[config.mk]
export PLATFORM = sky130hd
export DESIGN_NAME = led_pattern_ctrl
export DESIGN_NICKNAME = d
export VERILOG_FILES = /design/src/rtl/led_pattern_ctrl.sv
export SDC_FILE = /design/constraint.sdc
export NUM_CORES = 1
export LEC_CHECK = 0
export BUFFER_PORTS_ARGS = -buffer_cell sky130_fd_sc_hd__buf_2
export CAP_MARGIN = 20
export CORE_MARGIN = 5
export CORE_UTILIZATION = 25
export DETAILED_ROUTE_END_ITERATION = 10
export GPL_TIMING_DRIVEN = 0
export PLACE_DENSITY = 0.5
export SLEW_MARGIN = 20
export SYNTH_ARGS = -nofsm -noshare
export SYNTH_HDL_FRONTEND = slang
export SYNTH_SLANG_ARGS = --single-unit
[constraint.sdc]
create_clock -name clk -period 3.1 [get_ports clk]
set_clock_uncertainty 0.15 [all_clocks]
set_input_delay 0.31 -clock clk [delete_from_list [all_inputs] [get_ports clk]]
set_output_delay 0.31 -clock clk [all_outputs]
set_load 0.02 [all_outputs]
[src/rtl/led_pattern_ctrl.sv]
// led_pattern_ctrl: MMIO LED sequencer with static, blink and rotate modes driven by a prescaler
// Registers (io_addr): 0=PATTERN, 1=MODE {EN@4, SEL@1:0}, 2=PERIOD, 3=STATUS {EN, steps[15:0]} (read-only)
// Ports: clk, rst (async, active-low), io_wr/io_rd/io_addr/write_data from the decoder,
//        read_data (registered), led_data (registered LED drive), step_tick (pulse per step)
module led_pattern_ctrl #(
  parameter int LED_W = 16,
  parameter int CNT_W = 24,
  parameter logic [CNT_W-1:0] RST_PERIOD = 24'd49999
) (
  input  logic             clk,
  input  logic             rst,
  input  logic             io_wr,
  input  logic             io_rd,
  input  logic [1:0]       io_addr,
  input  logic [31:0]      write_data,
  output logic [31:0]      read_data,
  output logic [LED_W-1:0] led_data,
  output logic             step_tick
);
  logic [LED_W-1:0] pattern_q, pattern_d, work_q, work_d, led_q, led_d;
  logic [CNT_W-1:0] period_q, period_d, presc_q, presc_d;
  logic [15:0]      steps_q, steps_d;
  logic [31:0]      rdata_q, rdata_d;
  logic [1:0]       sel_q, sel_d;
  logic             en_q, en_d, phase_q, phase_d;
  logic             wr_hit, tick;
  always_comb begin
    // STATUS writes are dropped entirely, so they neither restart nor suppress a step
    wr_hit    = io_wr && io_addr != 2'd3;
    tick      = en_q && presc_q == period_q && !wr_hit;
    pattern_d = (io_wr && io_addr == 2'd0) ? write_data[LED_W-1:0] : pattern_q;
    en_d      = (io_wr && io_addr == 2'd1) ? write_data[4] : en_q;
    sel_d     = (io_wr && io_addr == 2'd1) ? write_data[1:0] : sel_q;
    period_d  = (io_wr && io_addr == 2'd2) ? write_data[CNT_W-1:0] : period_q;
    presc_d   = (wr_hit || tick || !en_q) ? '0 : presc_q + CNT_W'(1);
    phase_d   = wr_hit ? 1'b0 : (tick && sel_q == 2'd1) ? !phase_q : phase_q;
    // pattern_d already carries a fresh PATTERN write, so every restart reloads the right value
    work_d    = wr_hit ? pattern_d :
                !tick ? work_q :
                sel_q == 2'd2 ? {work_q[LED_W-2:0], work_q[LED_W-1]} :
                sel_q == 2'd3 ? {work_q[0], work_q[LED_W-1:1]} : work_q;
    steps_d   = tick ? steps_q + 16'd1 : steps_q;
    led_d     = !en_q ? pattern_q : (sel_q == 2'd1 && phase_q) ? '0 : work_q;
    rdata_d   = !io_rd ? rdata_q :
                io_addr == 2'd0 ? 32'(pattern_q) :
                io_addr == 2'd1 ? {27'b0, en_q, 2'b0, sel_q} :
                io_addr == 2'd2 ? 32'(period_q) : {15'b0, en_q, steps_q};
  end
  always_ff @(posedge clk or negedge rst) begin
    if (!rst) begin
      pattern_q <= '0;
      en_q      <= 1'b0;
      sel_q     <= 2'd0;
      period_q  <= RST_PERIOD;
      presc_q   <= '0;
      phase_q   <= 1'b0;
      work_q    <= '0;
      steps_q   <= '0;
      led_q     <= '0;
      rdata_q   <= '0;
    end else begin
      pattern_q <= pattern_d;
      en_q      <= en_d;
      sel_q     <= sel_d;
      period_q  <= period_d;
      presc_q   <= presc_d;
      phase_q   <= phase_d;
      work_q    <= work_d;
      steps_q   <= steps_d;
      led_q     <= led_d;
      rdata_q   <= rdata_d;
    end
  end
  assign led_data  = led_q;
  assign read_data = rdata_q;
  assign step_tick = tick;
endmodule

Word level (Yosys, flattened, before mapping)
Cells that the tools add are included.
Widths: inputs -> output; s select.
{"block": "totals", "regBits": 148}
{"block": "classes", "mux": 13, "add_sub_neg": 2, "n_reduce_logical": 18, "n_eq_ne": 7}
{"op": "$mux 16", "count": 7}
{"op": "$mux 24", "count": 4}
{"op": "$add 24x1->24 const B", "count": 1}
{"op": "$eq 24x24->1", "count": 1}
{"op": "$add 16x1->16 const B", "count": 1}
{"op": "$logic_and 1x1->1", "count": 8}
{"op": "$eq 2x2->1 const B", "count": 3}
{"op": "$eq 2x1->1 const B", "count": 2}
{"op": "$reduce_bool 2->1", "count": 2}
{"op": "$logic_not 1->1", "count": 3}
{"op": "$reduce_bool 3->1", "count": 1}
{"op": "$logic_not 2->1", "count": 1}
{"op": "$logic_or 1x1->1", "count": 2}
{"op": "$mux 1", "count": 2}
{"op": "$ne 2x2->1 const B", "count": 1}
{"op": "$reduce_and 2->1", "count": 1}

Depth between registers and ports, before layout
{"block": "depth", "word_depth": 7, "mapped_depth": 8, "mapped_depth_nobuf": 6}

Least setup slack after synthesis
No wires, ideal clock.
{"block": "synth_path", "kind": "register to register", "start": "register period_q[3]", "end": "register steps_q[1]", "path_buffers": 0, "slack_ps": 887, "required_time_ps": 2825, "setup_time_ps": 125, "stages_incl_launch_ff": 6, "arrival_time_ps": 1938, "path_cell_list": "dfstp_2 -> xnor2_1 -> nand4_1 -> nor4_2 -> and3_1 -> mux2_2"}
{"block": "synth_between", "elab_chain_cells": 3}
{"item": "from (decl)", "line_no": "21", "rtl": "logic [CNT_W-1:0] period_q, period_d, presc_q, presc_d;"}
{"item": "from (signal assigned)", "line_no": "65", "rtl": "period_q <= period_d;"}
{"item": "$eq 24x24->1", "line_no": "30", "rtl": "tick = en_q && presc_q == period_q && !wr_hit;"}
{"item": "$logic_and 1x1->1 (2 in series)", "line_no": "30"}
{"item": "via step_tick", "line_no": "18", "rtl": "output logic step_tick"}
{"item": "to (signal assigned)", "line_no": "69", "rtl": "steps_q <= steps_d;"}
{"item": "to (decl)", "line_no": "22", "rtl": "logic [15:0] steps_q, steps_d;"}
The timed path passes the listed nets, and every way through them passes these cells.
A chain may end at the register's enable or synchronous reset.

Worst setup path after layout
{"block": "layout_path", "start": "register presc_q[15]", "end": "output step_tick"}
{"block": "layout_between", "elab_chain_cells": 3}
{"item": "from (decl)", "line_no": "21"}
{"item": "from (signal assigned)", "line_no": "66", "rtl": "presc_q <= presc_d;"}
{"item": "$eq 24x24->1", "line_no": "30"}
{"item": "$logic_and 1x1->1 (2 in series)", "line_no": "30"}
{"item": "to (decl)", "line_no": "18"}
Every way passes these cells.

==> results.json <==
{
  "status": "finished, final reports clean",
  "yosysSeqAreaShare_pct": 50.9,
  "design_area_mm2": 0.00846,
  "wl_per_cell_um": 16.6,
  "rsz0062_at_grt": "no",
  "worstSetupEndpointType": "output port",
  "yosys_warnings": 0,
  "vias": 4811,
  "antenna_found_initial": 1,
  "async_flop_share_pct": 100,
  "critical_path.max_fanout": 6,
  "root_buffer": "clkbuf_16",
  "routed_wl_um": 18500,
  "dr_wl_met2_um": 8250,
  "hold_violations": 0,
  "hold_slack_ns": 0.0143,
  "ant_nets": 0,
  "max_freq_mhz": 347,
  "place_congestion": 0.849,
  "crit_arrival_ns": 2.42,
  "layout-drive-gt1-share_pct": 30.5,
  "drt-met1-wl_um": 9310,
  "cts_max_level": 4,
  "cts.sinks": 140,
  "ir_drop_mv": 0.325,
  "grt_start_max_net_pins": 85,
  "leakagePower_uw": 0.00374,
  "period_minus_slack_ns": 2.88,
  "port_buffers": 68,
  "grt_pass1_wl_um": 29100,
  "initial_core_util_pct": 25.5,
  "die_y_um": 176,
  "period_share_pct": 92.9,
  "worstMarginPinSlew_ns": 0.731,
  "syn2layout_area_growth_pct": 22.6,
  "cp.required_ns": 2.64,
  "clk_pin_slew_ns": 0.06,
  "track_usage_pct": 12.3,
  "ys_ff_latch": 140,
  "holdPathStages": 2,
  "cap_viol_max_count": 0,
  "start_kind": "flop",
  "viasPerCell": 4.32,
  "top_layer": "met5",
  "path_class": "flop to output port",
  "synth_cell_types": 46,
  "die_w_um": 176,
  "cts_tree": "done",
  "tns_ns": 0,
  "num_io_pins": 87,
  "finalSetupViolCount": 0,
  "dr.pass1.iters": 4,
  "grt_pass1_vias": 4865,
  "fill_cells": 2812,
  "avgSynthCellArea_um2": 11.1,
  "die-area_mm2": 0.0310,
  "remaining_drc_errors": 0,
  "insertion_delay_ns": 0.42,
  "grt_remaining_overflow": 0,
  "synthFlopType": "dfrtp_1",
  "drtIter0Drc": 308,
  "fin_util_pct": 31.2,
  "antennaDiodeCount": 0,
  "cts_buffers": 17,
  "detailed_place_hpwl_um": 13800,
  "coreArea_mm2": 0.0271,
  "fin_nets": 768,
  "num_rows": 60,
  "slew_headroom_pct": 50.8,
  "hold_path_class": "input port to flop",
  "clock_path_buffers": 2,
  "finalMaxSlewViolations": 0,
  "r2r_cells": 7,
  "netlist_area_mm2": 0.00690,
  "p_per_area_mw_per_mm2": 653,
  "place_area_mm2": 0.00777,
  "wl_met3_um": 884,
  "postSynthCellCount": 621,
  "synth_edf_count": 0
}
==> per-stage QoR <==
stage	total power (µW)	std cells	worst slack, ns
after floorplan	3140	628	0.887
after global placement	3590	1068	-0.578
after detailed placement	3600	1069	0.565
after CTS	5600	1113	0.0871
after global routing	5830	1113	0.0599
final	5530	1113	0.220
==> critical path: stages, from the launching register on <==
cell and delay, ns:
dfrtp_1 0.35, clkbuf_2 0.17, xor2_1 0.18, nor4_2 0.44, and3_1 0.36, and3_1 0.28, buf_2 0.23
==> placed cells by master (no fill, tap or decap), types with 5 or more instances in the layout <==
cell type / instances
dfrtp_1: 131
buf_1: 5
dfstp_2: 9
inv_1: 30
nor2_1: 43
o21ai_0: 32
conb_1: 8
buf_2: 71
clkbuf_1: 21
and3_1: 7
a21oi_1: 13
nor4_1: 5
nor3_2: 7
xor2_1: 35
nor3_1: 9
nand3_1: 13
mux2_2: 76
xnor2_1: 25
nand4_1: 20
clkbuf_16: 17
a22oi_1: 13
buf_4: 11
dlygate4sd3_1: 12
o22ai_1: 8
mux2i_1: 17
nand2_1: 54
==> flip-flops by register name, summed over array words and instances, names as in the netlist <==
name and flops:
en_q 1, led_data 16, pattern_q 16, period_q 24
phase_q 1, presc_q 24, read_data 24, sel_q 2
steps_q 16, work_q 16
==> worst paths after layout <==
path	slack (ns)	endpoint	start
worst max-delay path	0.22	step_tick	presc_q[15]$_DFF_PN0_
worst min-delay path	0.01	period_q[7]$_DFFE_PN0P_	write_data[7]
worst max register to register	0.65	presc_q[18]$_DFF_PN0_	period_q[9]$_DFFE_PN1P_
worst min register to register	0.31	steps_q[15]$_DFFE_PN0P_	steps_q[15]$_DFFE_PN0P_
max in group asynchronous	1.68	period_q[14]$_DFFE_PN1P_	rst
min in group asynchronous	0.34	led_data[0]$_DFF_PN0_	rst
==> cells in the mapped netlist (17+ instances only) <==
cell      number  share of area [%]
inv_1         30                1.6
o21ai_0       32                2.3
mux2_2        76                 12
xnor2_1       25                3.2
nor2_1        43                2.3
nand2_1       54                2.9
xor2_1        35                4.4
clkbuf_1      18               0.98
nand4_1       20                1.8
mux2i_1       17                2.5
dfrtp_1      131                 48
==> final cells by class <==
type / instances / area (µm²) / share of cell area (%)
repair buffers: 81 / 498 / 5.88
flip-flops and latches: 140 / 3510 / 41.5
plain buffers: 44 / 253 / 2.99
multi-input cells: 414 / 3060 / 36.1
clock inverters: 9 / 86.3 / 1.02
clock buffers: 23 / 478 / 5.65
inverters: 30 / 113 / 1.33
well taps: 372 / 465 / 5.50
==> layer usage <==
layer	up-vias	GRT usage [%]
li1	2346	-
met1	2364	18.6
met2	93	17.8
met3	6	2.66
met4	2	2.83
met5	-	0
==> cell families after synthesis <==
kind of cell               share of synthesized area, %
and+or+nand+nor                                    13.1
DFF                                                50.9
muxes                                              15.8
buffers and inverters                              5.29
AOI/OAI and AO/OA                                  6.60
xor gates and xnor gates                           7.85
adders and majority gates                         0.363
other                                            0.0543
==> repair_timing <==
item,4_1_cts,5_1_grt
endpoints found under the setup margin,0,1
hold buffers,12,0
buffers inserted,0,0
gates resized for setup,0,1
endpoints found under the hold margin,91,0
==> where the power goes <==
part | switching [µW] | internal (µW) | total [µW]
sequential | 275 | 2160 | 2430
clock | 790 | 1170 | 1960
combinational | 634 | 498 | 1130
total | 1700 | 3830 | 5530
No activity file was read; power rests on OpenSTA's default activity.
